`config.mk`:
```
export PLATFORM = sky130hd
export DESIGN_NAME = vita_packet_mux36_flat
export DESIGN_NICKNAME = d
export VERILOG_FILES = /design/src/rtl/vita_packet_mux36_if.sv /design/src/rtl/vita_packet_mux36.sv /design/src/flat_wrapper.sv
export SDC_FILE = /design/constraint.sdc
export NUM_CORES = 1
export LEC_CHECK = 0
export BUFFER_PORTS_ARGS = -buffer_cell sky130_fd_sc_hd__clkbuf_2
export CELL_PAD_IN_SITES_DETAIL_PLACEMENT = 1
export CELL_PAD_IN_SITES_GLOBAL_PLACEMENT = 2
export CORE_MARGIN = 3
export CORE_UTILIZATION = 25
export DETAILED_ROUTE_END_ITERATION = 16
export PLACE_DENSITY_LB_ADDON = 0.05
export SYNTH_ARGS = -nofsm -noshare
export SYNTH_HDL_FRONTEND = slang
export SYNTH_SLANG_ARGS = --single-unit
```
`constraint.sdc`:
```
create_clock -name clk -period 2.06 [get_ports clk]
set_clock_uncertainty 0.05 [all_clocks]
set_input_delay 0.206 -clock clk [delete_from_list [all_inputs] [get_ports clk]]
set_output_delay 0.206 -clock clk [all_outputs]
set_load 0.02 [all_outputs]
```
`src/rtl/vita_packet_mux36_if.sv`:
```
// Port bundle for the VITA packet mux: NUMCHAN 36-bit input streams and one merged output stream.
interface vita_packet_mux36_if #(
  parameter int NUMCHAN = 1
);
  // Handshake: a word moves on a port in exactly the cycles where its src_rdy and dst_rdy are
  // both high; src_rdy may not depend on dst_rdy, dst_rdy may depend on src_rdy.
  logic [36*NUMCHAN-1:0] in_data;
  logic [NUMCHAN-1:0]    in_src_rdy;
  logic [NUMCHAN-1:0]    in_dst_rdy;
  logic [35:0]           out_data;
  logic                  out_src_rdy;
  logic                  out_dst_rdy;

  modport slave (
    input  in_data, in_src_rdy, out_dst_rdy,
    output in_dst_rdy, out_data, out_src_rdy
  );

  modport master (
    output in_data, in_src_rdy, out_dst_rdy,
    input  in_dst_rdy, out_data, out_src_rdy
  );
endinterface

```
`src/rtl/vita_packet_mux36.sv`:
```
// Round-robin per-packet merge of NUMCHAN VITA streams; each output packet gets SID_BASE + channel
// inserted after its header, with the has-SID bit set and the length adjusted to match.
module vita_packet_mux36 #(
  parameter int          NUMCHAN  = 1,
  parameter logic [31:0] SID_BASE = 32'h0
) (
  input  logic                clk,
  input  logic                rst,
  vita_packet_mux36_if.slave  bus,
  output logic [2:0]          state_dbg
);
  localparam int CW = (NUMCHAN > 1) ? $clog2(NUMCHAN) : 1;

  typedef enum logic [2:0] {
    IDLE      = 3'd0,
    GET_HDR   = 3'd1,
    SKIP_SID  = 3'd2,
    WRITE_HDR = 3'd3,
    WRITE_SID = 3'd4,
    FORWARD   = 3'd5
  } state_t;

  state_t        state, state_nxt;
  logic [CW-1:0] c, last, pick;
  logic          found;
  logic [31:0]   hdr;
  logic          hdr_eof, had_sid;
  logic [33:0]   sel_data;
  logic          sel_vld;
  logic          grant_rdy;
  logic [31:0]   hdr_out;
  logic          unused_bits;

  assign state_dbg = state;

  // Only the granted channel is visible to the rest of the datapath.
  always_comb begin
    sel_data    = '0;
    sel_vld     = 1'b0;
    unused_bits = 1'b0;
    for (int i = 0; i < NUMCHAN; i++) begin
      unused_bits = unused_bits ^ (^bus.in_data[36*i+34 +: 2]);
      if (c == CW'(i)) begin
        sel_data = bus.in_data[36*i +: 34];
        sel_vld  = bus.in_src_rdy[i];
      end
    end
  end

  // First requester after the previous grant, wrapping modulo NUMCHAN.
  always_comb begin
    found = 1'b0;
    pick  = '0;
    for (int i = 1; i <= NUMCHAN; i++) begin
      for (int j = 0; j < NUMCHAN; j++) begin
        if (!found && (j == (int'(last) + i) % NUMCHAN) && bus.in_src_rdy[j]) begin
          found = 1'b1;
          pick  = CW'(j);
        end
      end
    end
  end

  assign hdr_out = {hdr[31:29], 1'b1, hdr[27:16], had_sid ? hdr[15:0] : hdr[15:0] + 16'd1};

  always_ff @(posedge clk) begin
    if (rst) state <= IDLE;
    else     state <= state_nxt;
  end

  always_comb begin
    state_nxt       = state;
    grant_rdy       = 1'b0;
    bus.out_data    = '0;
    bus.out_src_rdy = 1'b0;
    bus.in_dst_rdy  = '0;
    case (state)
      IDLE: begin
        if (found) state_nxt = GET_HDR;
      end
      GET_HDR: begin
        grant_rdy = 1'b1;
        if (sel_vld && sel_data[32])
          state_nxt = (sel_data[28] && !sel_data[33]) ? SKIP_SID : WRITE_HDR;
      end
      SKIP_SID: begin
        grant_rdy = 1'b1;
        if (sel_vld) state_nxt = WRITE_HDR;
      end
      WRITE_HDR: begin
        bus.out_data    = {2'b00, 1'b0, 1'b1, hdr_out};
        bus.out_src_rdy = 1'b1;
        if (bus.out_dst_rdy) state_nxt = WRITE_SID;
      end
      WRITE_SID: begin
        bus.out_data    = {2'b00, hdr_eof, 1'b0, SID_BASE + 32'(c)};
        bus.out_src_rdy = 1'b1;
        if (bus.out_dst_rdy) state_nxt = hdr_eof ? IDLE : FORWARD;
      end
      FORWARD: begin
        bus.out_data    = {2'b00, sel_data};
        bus.out_src_rdy = sel_vld;
        grant_rdy       = bus.out_dst_rdy;
        if (sel_vld && bus.out_dst_rdy && sel_data[33]) state_nxt = IDLE;
      end
      default: state_nxt = IDLE;
    endcase
    for (int i = 0; i < NUMCHAN; i++) begin
      if (c == CW'(i)) bus.in_dst_rdy[i] = grant_rdy;
    end
  end

  always_ff @(posedge clk) begin
    if (rst) begin
      c       <= '0;
      last    <= CW'(NUMCHAN - 1);
      hdr     <= '0;
      hdr_eof <= 1'b0;
      had_sid <= 1'b0;
    end else begin
      case (state)
        IDLE: begin
          if (found) begin
            c    <= pick;
            last <= pick;
          end
        end
        GET_HDR: begin
          if (sel_vld && sel_data[32]) begin
            hdr     <= sel_data[31:0];
            hdr_eof <= sel_data[33];
            had_sid <= sel_data[28];
          end
        end
        SKIP_SID: begin
          if (sel_vld) hdr_eof <= sel_data[33];
        end
        default: ;
      endcase
    end
  end
endmodule

```
`src/flat_wrapper.sv`:
```
// flat-port wrapper written by rule: the top's interface ports become plain ports
module vita_packet_mux36_flat 
#(
  parameter int          NUMCHAN  = 1,
  parameter logic [31:0] SID_BASE = 32'h0
)
  (clk, rst, state_dbg, bus_in_data, bus_in_src_rdy, bus_out_dst_rdy, bus_in_dst_rdy, bus_out_data, bus_out_src_rdy);
  vita_packet_mux36_if #(.NUMCHAN(NUMCHAN)) bus_i ();
  input  logic clk;
  input  logic rst;
  output logic [2:0] state_dbg;
  input wire logic [$bits(bus_i.in_data)-1:0] bus_in_data;
  input wire logic [$bits(bus_i.in_src_rdy)-1:0] bus_in_src_rdy;
  input wire logic [$bits(bus_i.out_dst_rdy)-1:0] bus_out_dst_rdy;
  output wire logic [$bits(bus_i.in_dst_rdy)-1:0] bus_in_dst_rdy;
  output wire logic [$bits(bus_i.out_data)-1:0] bus_out_data;
  output wire logic [$bits(bus_i.out_src_rdy)-1:0] bus_out_src_rdy;
  assign bus_i.in_data = bus_in_data;
  assign bus_i.in_src_rdy = bus_in_src_rdy;
  assign bus_i.out_dst_rdy = bus_out_dst_rdy;
  assign bus_in_dst_rdy = bus_i.in_dst_rdy;
  assign bus_out_data = bus_i.out_data;
  assign bus_out_src_rdy = bus_i.out_src_rdy;
  vita_packet_mux36 #(.NUMCHAN(NUMCHAN), .SID_BASE(SID_BASE)) u_core (.clk(clk), .rst(rst), .bus(bus_i), .state_dbg(state_dbg));
endmodule
```
[Word level (Yosys, flattened, before mapping)]
Index checks and enable logic that the tools add are counted.
Word-level totals
  register bits after elaboration: 37
  output and inout port bits: 41
  bits of input ports: 40
Operators by class
  add/sub/neg operators: 1
  muxes and demuxes: 17
  eq/ne operators: 11
  reduce and logical (&&, ||, !) cells: 12
Operators with widths (number)
  34-bit case mux with 3 select lines: 1
  3-bit two-way mux: 7
  3-bit case mux with 6 select lines: 1
  16-bit by 1-bit adder with 16-bit output, second input constant: 1
  16-bit two-way mux: 1
  2-bit by 1-bit inequality test with 1-bit output, second input constant: 4
  3-bit by 2-bit equality test with 1-bit output, second input constant: 2
  3-bit equality test, second input constant: 2
  1-bit case mux with 2 select lines: 3
  6-bit AND reduction: 1
  1-bit logical AND: 4
  1-bit two-way mux: 4
  2-bit inequality test, second input constant: 2
  2-bit OR reduction: 2
  3-bit by 1-bit equality test with 1-bit output, second input constant: 1
  3-bit zero test: 1
  3-bit AND reduction: 1
  2-bit AND reduction: 1
  2-bit nonzero test: 1
  1-bit zero test: 1

[Longest topological paths before layout]
  depth in word-level cells: 5
  mapped depth: 8
  mapped depth without buffers: 6

[Worst setup path after synthesis]
OpenSTA, ideal clock, no wires.
  path kind: register to output
  start point: reg u_core.state[1] (netlist: u_core.state_dbg[1])
  end point: out bus_out_data[0]
  setup slack: 0.177 ns
  data arrival time: 1.627 ns
  data required time: 1.804 ns
  buffers on the path: 3
  stages on the path, launching flop included: 7
  cell sequence: dfxtp_1 buf_2 nand2_1 or2_1 clkbuf_1 clkbuf_1 o21ai_1
Between the ends
  longest elaborated chain between the ends: 2
  elaborated cells between the ends (all ways): 4
Ends and longest elaborated chain
  start: declaration: RTL line vita_packet_mux36.sv:23  | state_t state, state_nxt;
  start signal: assignment: RTL line vita_packet_mux36.sv:68  | else state <= state_nxt;
  3-bit equality test / 3-bit by 2-bit equality test with 1-bit output (equally long branches): RTL line vita_packet_mux36.sv:77  | case (state)
  34-bit case mux with 3 select lines *: RTL line vita_packet_mux36.sv:77
  end: declaration: RTL line flat_wrapper.sv:16  | output wire logic [$bits(bus_i.out_data)-1:0] bus_out_data;
Mark *: on every way between the ends. The rest lies on a longest branch, timed or not.

[Final worst setup path]
  start point: reg u_core.hdr[0]
  end point: out bus_out_data[8]
Between the ends
  longest elaborated chain between the ends: 3
Ends and longest elaborated chain
  start: declaration: RTL line vita_packet_mux36.sv:26  | logic [31:0] hdr;
  start signal: assignment: RTL line vita_packet_mux36.sv:130  | hdr <= sel_data[31:0];
  16-bit by 1-bit adder with 16-bit output: RTL line vita_packet_mux36.sv:64  | assign hdr_out = {hdr[31:29], 1'b1, hdr[27:16], had_sid ? hdr[15:0] : hdr[15:0] + 16'd1};
  16-bit two-way mux: RTL line vita_packet_mux36.sv:64
  34-bit case mux with 3 select lines: RTL line vita_packet_mux36.sv:77
No other way between the ends.

==> run_results.csv <==
group,metric,value,unit
setup_path,cpMaxStageDelayCell,"dfxtp_4",
placement,place.gp.congestion,0.698,
clock_network,h-tree-depth,2,
clock_network,cts_hold_buf,0,
routing,detail_route.first_pass.iterations,4,
setup_path,cp_data_arrival_time,1740,ps
setup_path,critPathCapture,"bus_out_data[8]",
timing,slew_viol_final,0,
grt,grt_max_degree,28,
placement,dp_slack,186,ps
setup_path,crit_type,"flop to primary output",
routing,ant_nets,0,
setup_path,reg2reg_slack,400,ps
setup_path,end_kind,"primary output",
cells_and_area,num_antenna_cells,0,
floorplan,dieHeight,96.7,um
grt,grt_pass1_wl,11200,um
routing,route.detailed.drc,0,
grt,overflow,0,
floorplan,initial_core_util,26.2,%
routing,viasPerCell,4.72,
floorplan,floorplan.die.width,96.7,um
worst_hold_path,hold_class,"input port to flop",
flow_run,cap_viol_max_count,0,
routing,drt-total-wl,6560,um
timing,rsz0062_at_grt,"true",
synth,syn-mean-instance-area,7.16,sq um
timing,fmax,0.502,GHz
setup_path,r2r-start,"u_core.state_dbg[1]",
setup_path,startpoint,"u_core.hdr[0]",
routing,drt_iter0_markers,62,
clock_network,cts.reportedPaths.clkPinSlew,70,ps
floorplan,dieArea,9350,sq um
floorplan,coreArea,7850,sq um
cells_and_area,drive_gt1_share,31.5,%
timing,worst_slack,66.2,ps
timing,finalHoldViolations,0,
synth,synth.cell_area,2060,sq um
placement,dp_hpwl,4830,um
clock_network,cts_tree,"done",
setup_path,startpoint_type,"flop",
clock_network,cts.sinks,36,
power,power,0.00147,W
power,vdd_drop_max,0.231,mV
timing,fin_crit,1990,ps
cells_and_area,filler_cell_count,1023,
timing,setup_viol,0,
clock_network,clock_path_buffers,2,
synth,synth_warnings,0,
floorplan,io_pins,81,
synth,synth_cells,287,
synth,synth.ff_latch_count,36,
setup_path,cp.required,1800,ps
clock_network,clkLatencyLatePin,280,ps
grt,grtUsageTotal,14.2,%
setup_path,cp_cell_sequence,"ha_4 > and4b_2 > nand4_1 > buf_4 > xor2_2 > o21ai_1 > buf_4",
floorplan,rows,32,
status,status,"finished clean",
setup_path,worstReg2RegEnd,"u_core.hdr[31]",
routing,num_vias,2203,
synth,yosysUniqueCellTypes,33,
setup_path,path_max_fanout,4,
power,p_leak,1.15,nW
setup_path,rr_worst_depth,7,
synth,ys_seq_area_share,35.1,%
placement,io_buffers,76,
power,p_per_area,534,nW/um^2
timing,min_period_over_period,96.8,%
setup_path,cpPeakStageDelay,380,ps
timing,fin_hold_ws,95.5,ps
clock_network,cts_inserted_buffers,5,
grt,antenna_found_initial,0,
cells_and_area,nets,405,
cells_and_area,syn2layout_area_growth,34.1,%
setup_path,path_common_cell,"buf_4",
clock_network,clock-root-buffer,"clkbuf_8",
grt,grt_pass1_vias,2342,
routing,avgRoutedWirePerCell,14.0,um
## kinds of logic after synthesis
family                   after synthesis  synth area share [%]
AND/OR/NAND/NOR                      127                  27.1
AO/OA/AOI/OAI                         77                  22.5
flip-flops                            36                  35.1
buffers and inverters                 27                  6.76
XOR/XNOR                              15                  6.39
multiplexers                           3                  1.46
adder cells (fa/ha/maj)                1                 0.609
other                                  1                 0.182
## area by class of cell
type	count	area (sq um)	area share, %
multi-input combinational	225	1230	44.7
sequential	36	731	26.5
clock buffer	6	82.6	3.00
tap	102	128	4.63
timing repair buffer	94	567	20.6
clock inverter	2	10.0	0.363
inverter	2	7.51	0.272
## worst max-delay path, delay by kind of cell (launching register included)
| kind | cells | cell delay, ps |
|---|---|---|
| DFF | 1 | 380 |
| AOI/OAI and AO/OA | 1 | 130 |
| and+or+nand+nor | 2 | 360 |
| buffers and inverters | 2 | 320 |
| adders and majority gates | 1 | 130 |
| xor gates and xnor gates | 1 | 140 |
## timing repair
action	in CTS	in global routing
pin swaps	3	4
setup buffers	2	2
resized for setup	6	18
endpoints found under the setup margin	5	16
## cell usage in the layout, fill, tap and decap left out, types with 3 or more instances in the layout
master    Yosys  layout
xnor2_1       4       4
or2_1         3       3
xor2_1       11      10
buf_4         2      18
o21ai_1      17      17
nor2_1        7       5
nand2_1      91      91
nor2b_1       4       3
clkbuf_2      0      70
clkbuf_8      0       6
dfxtp_1      36      32
nand2b_1      5       5
buf_12        0       3
mux2i_1       3       3
and3_1        3       3
a22o_1       16      16
a21oi_1      38      38
nand4_1       6       6
nand3_1       3       3
## how the worst min path moves through the flow
stage | to | slack (ps) | start | cells past startpoint
global placement | u_core.hdr[23] | 390 | u_core.hdr[23] | 2
finish | u_core.hdr[2] | 100 | bus_in_data[2] | 3
floorplan | u_core.hdr[4] | 290 | bus_in_data[4] | 2
global route | u_core.hdr[18] | 90 | bus_in_data[18] | 3
detailed placement | u_core.hdr[30] | 400 | u_core.hdr[30] | 2
CTS | u_core.hdr[24] | 90 | bus_in_data[24] | 3
## synth_stat cells
cell type  count  area, sq um
xnor2_1        4         35.0
xor2_1        11         96.3
buf_4          2         15.0
o32ai_1        1         8.76
nand2_1       91          342
o21a_1         1         7.51
nand3_1        3         15.0
inv_1          2         7.51
clkbuf_1       8         30.0
o2bb2ai_1      1         8.76
and2_1         2         12.5
and3_1         3         18.8
a21oi_1       38          190
conb_1         1         3.75
and4_4         1         11.3
buf_6          2         22.5
ha_1           1         12.5
nor2b_1        4         25.0
a21o_1         1         7.51
a22o_1        16          140
mux2i_1        3         30.0
and4b_1        1         10.0
nand2b_1       5         31.3
or2_1          3         18.8
nor2_1         7         26.3
a21boi_0       1         7.51
buf_2         12         60.1
dfxtp_1       36          721
o21ai_1       17         85.1
buf_1          1         3.75
nor2b_2        1         8.76
a31oi_1        1         6.26
nand4_1        6         37.5
## power breakdown
| part | total [W] | internal (W) | switching, W |
|---|---|---|---|
| registers | 0.000737 | 0.000717 | 0.0000197 |
| logic | 0.000212 | 0.0000879 | 0.000124 |
| clock network | 0.000525 | 0.000267 | 0.000257 |
| total | 0.00147 | 0.00107 | 0.000401 |
## through the flow
step           cells  setup TNS, ps  util [%]  area [sq um]
6_report         467              0      35.1          2760
5_1_grt          467          -84.7      35.1          2760
4_1_cts          465              0      34.4          2700
3_5_place_dp     455              0      32.9          2580
3_3_place_gp     455              0      32.9          2580
2_1_floorplan    288              0         -          2060
## registers in the layout, indices dropped and copies added, names as in the netlist
name and count:
u_core.hdr 32, u_core.hdr_eof 1, u_core.state_dbg 3
## routing by layer
layer  up-vias  routed length [um]  track usage [%]
li1       1117                   -                -
met1      1042                3020             17.7
met2        40                3210             24.9
met3         4                 279             3.10
met4         0                  49             3.56
met5         -                   0                0
(Power assumes the default switching activity.)
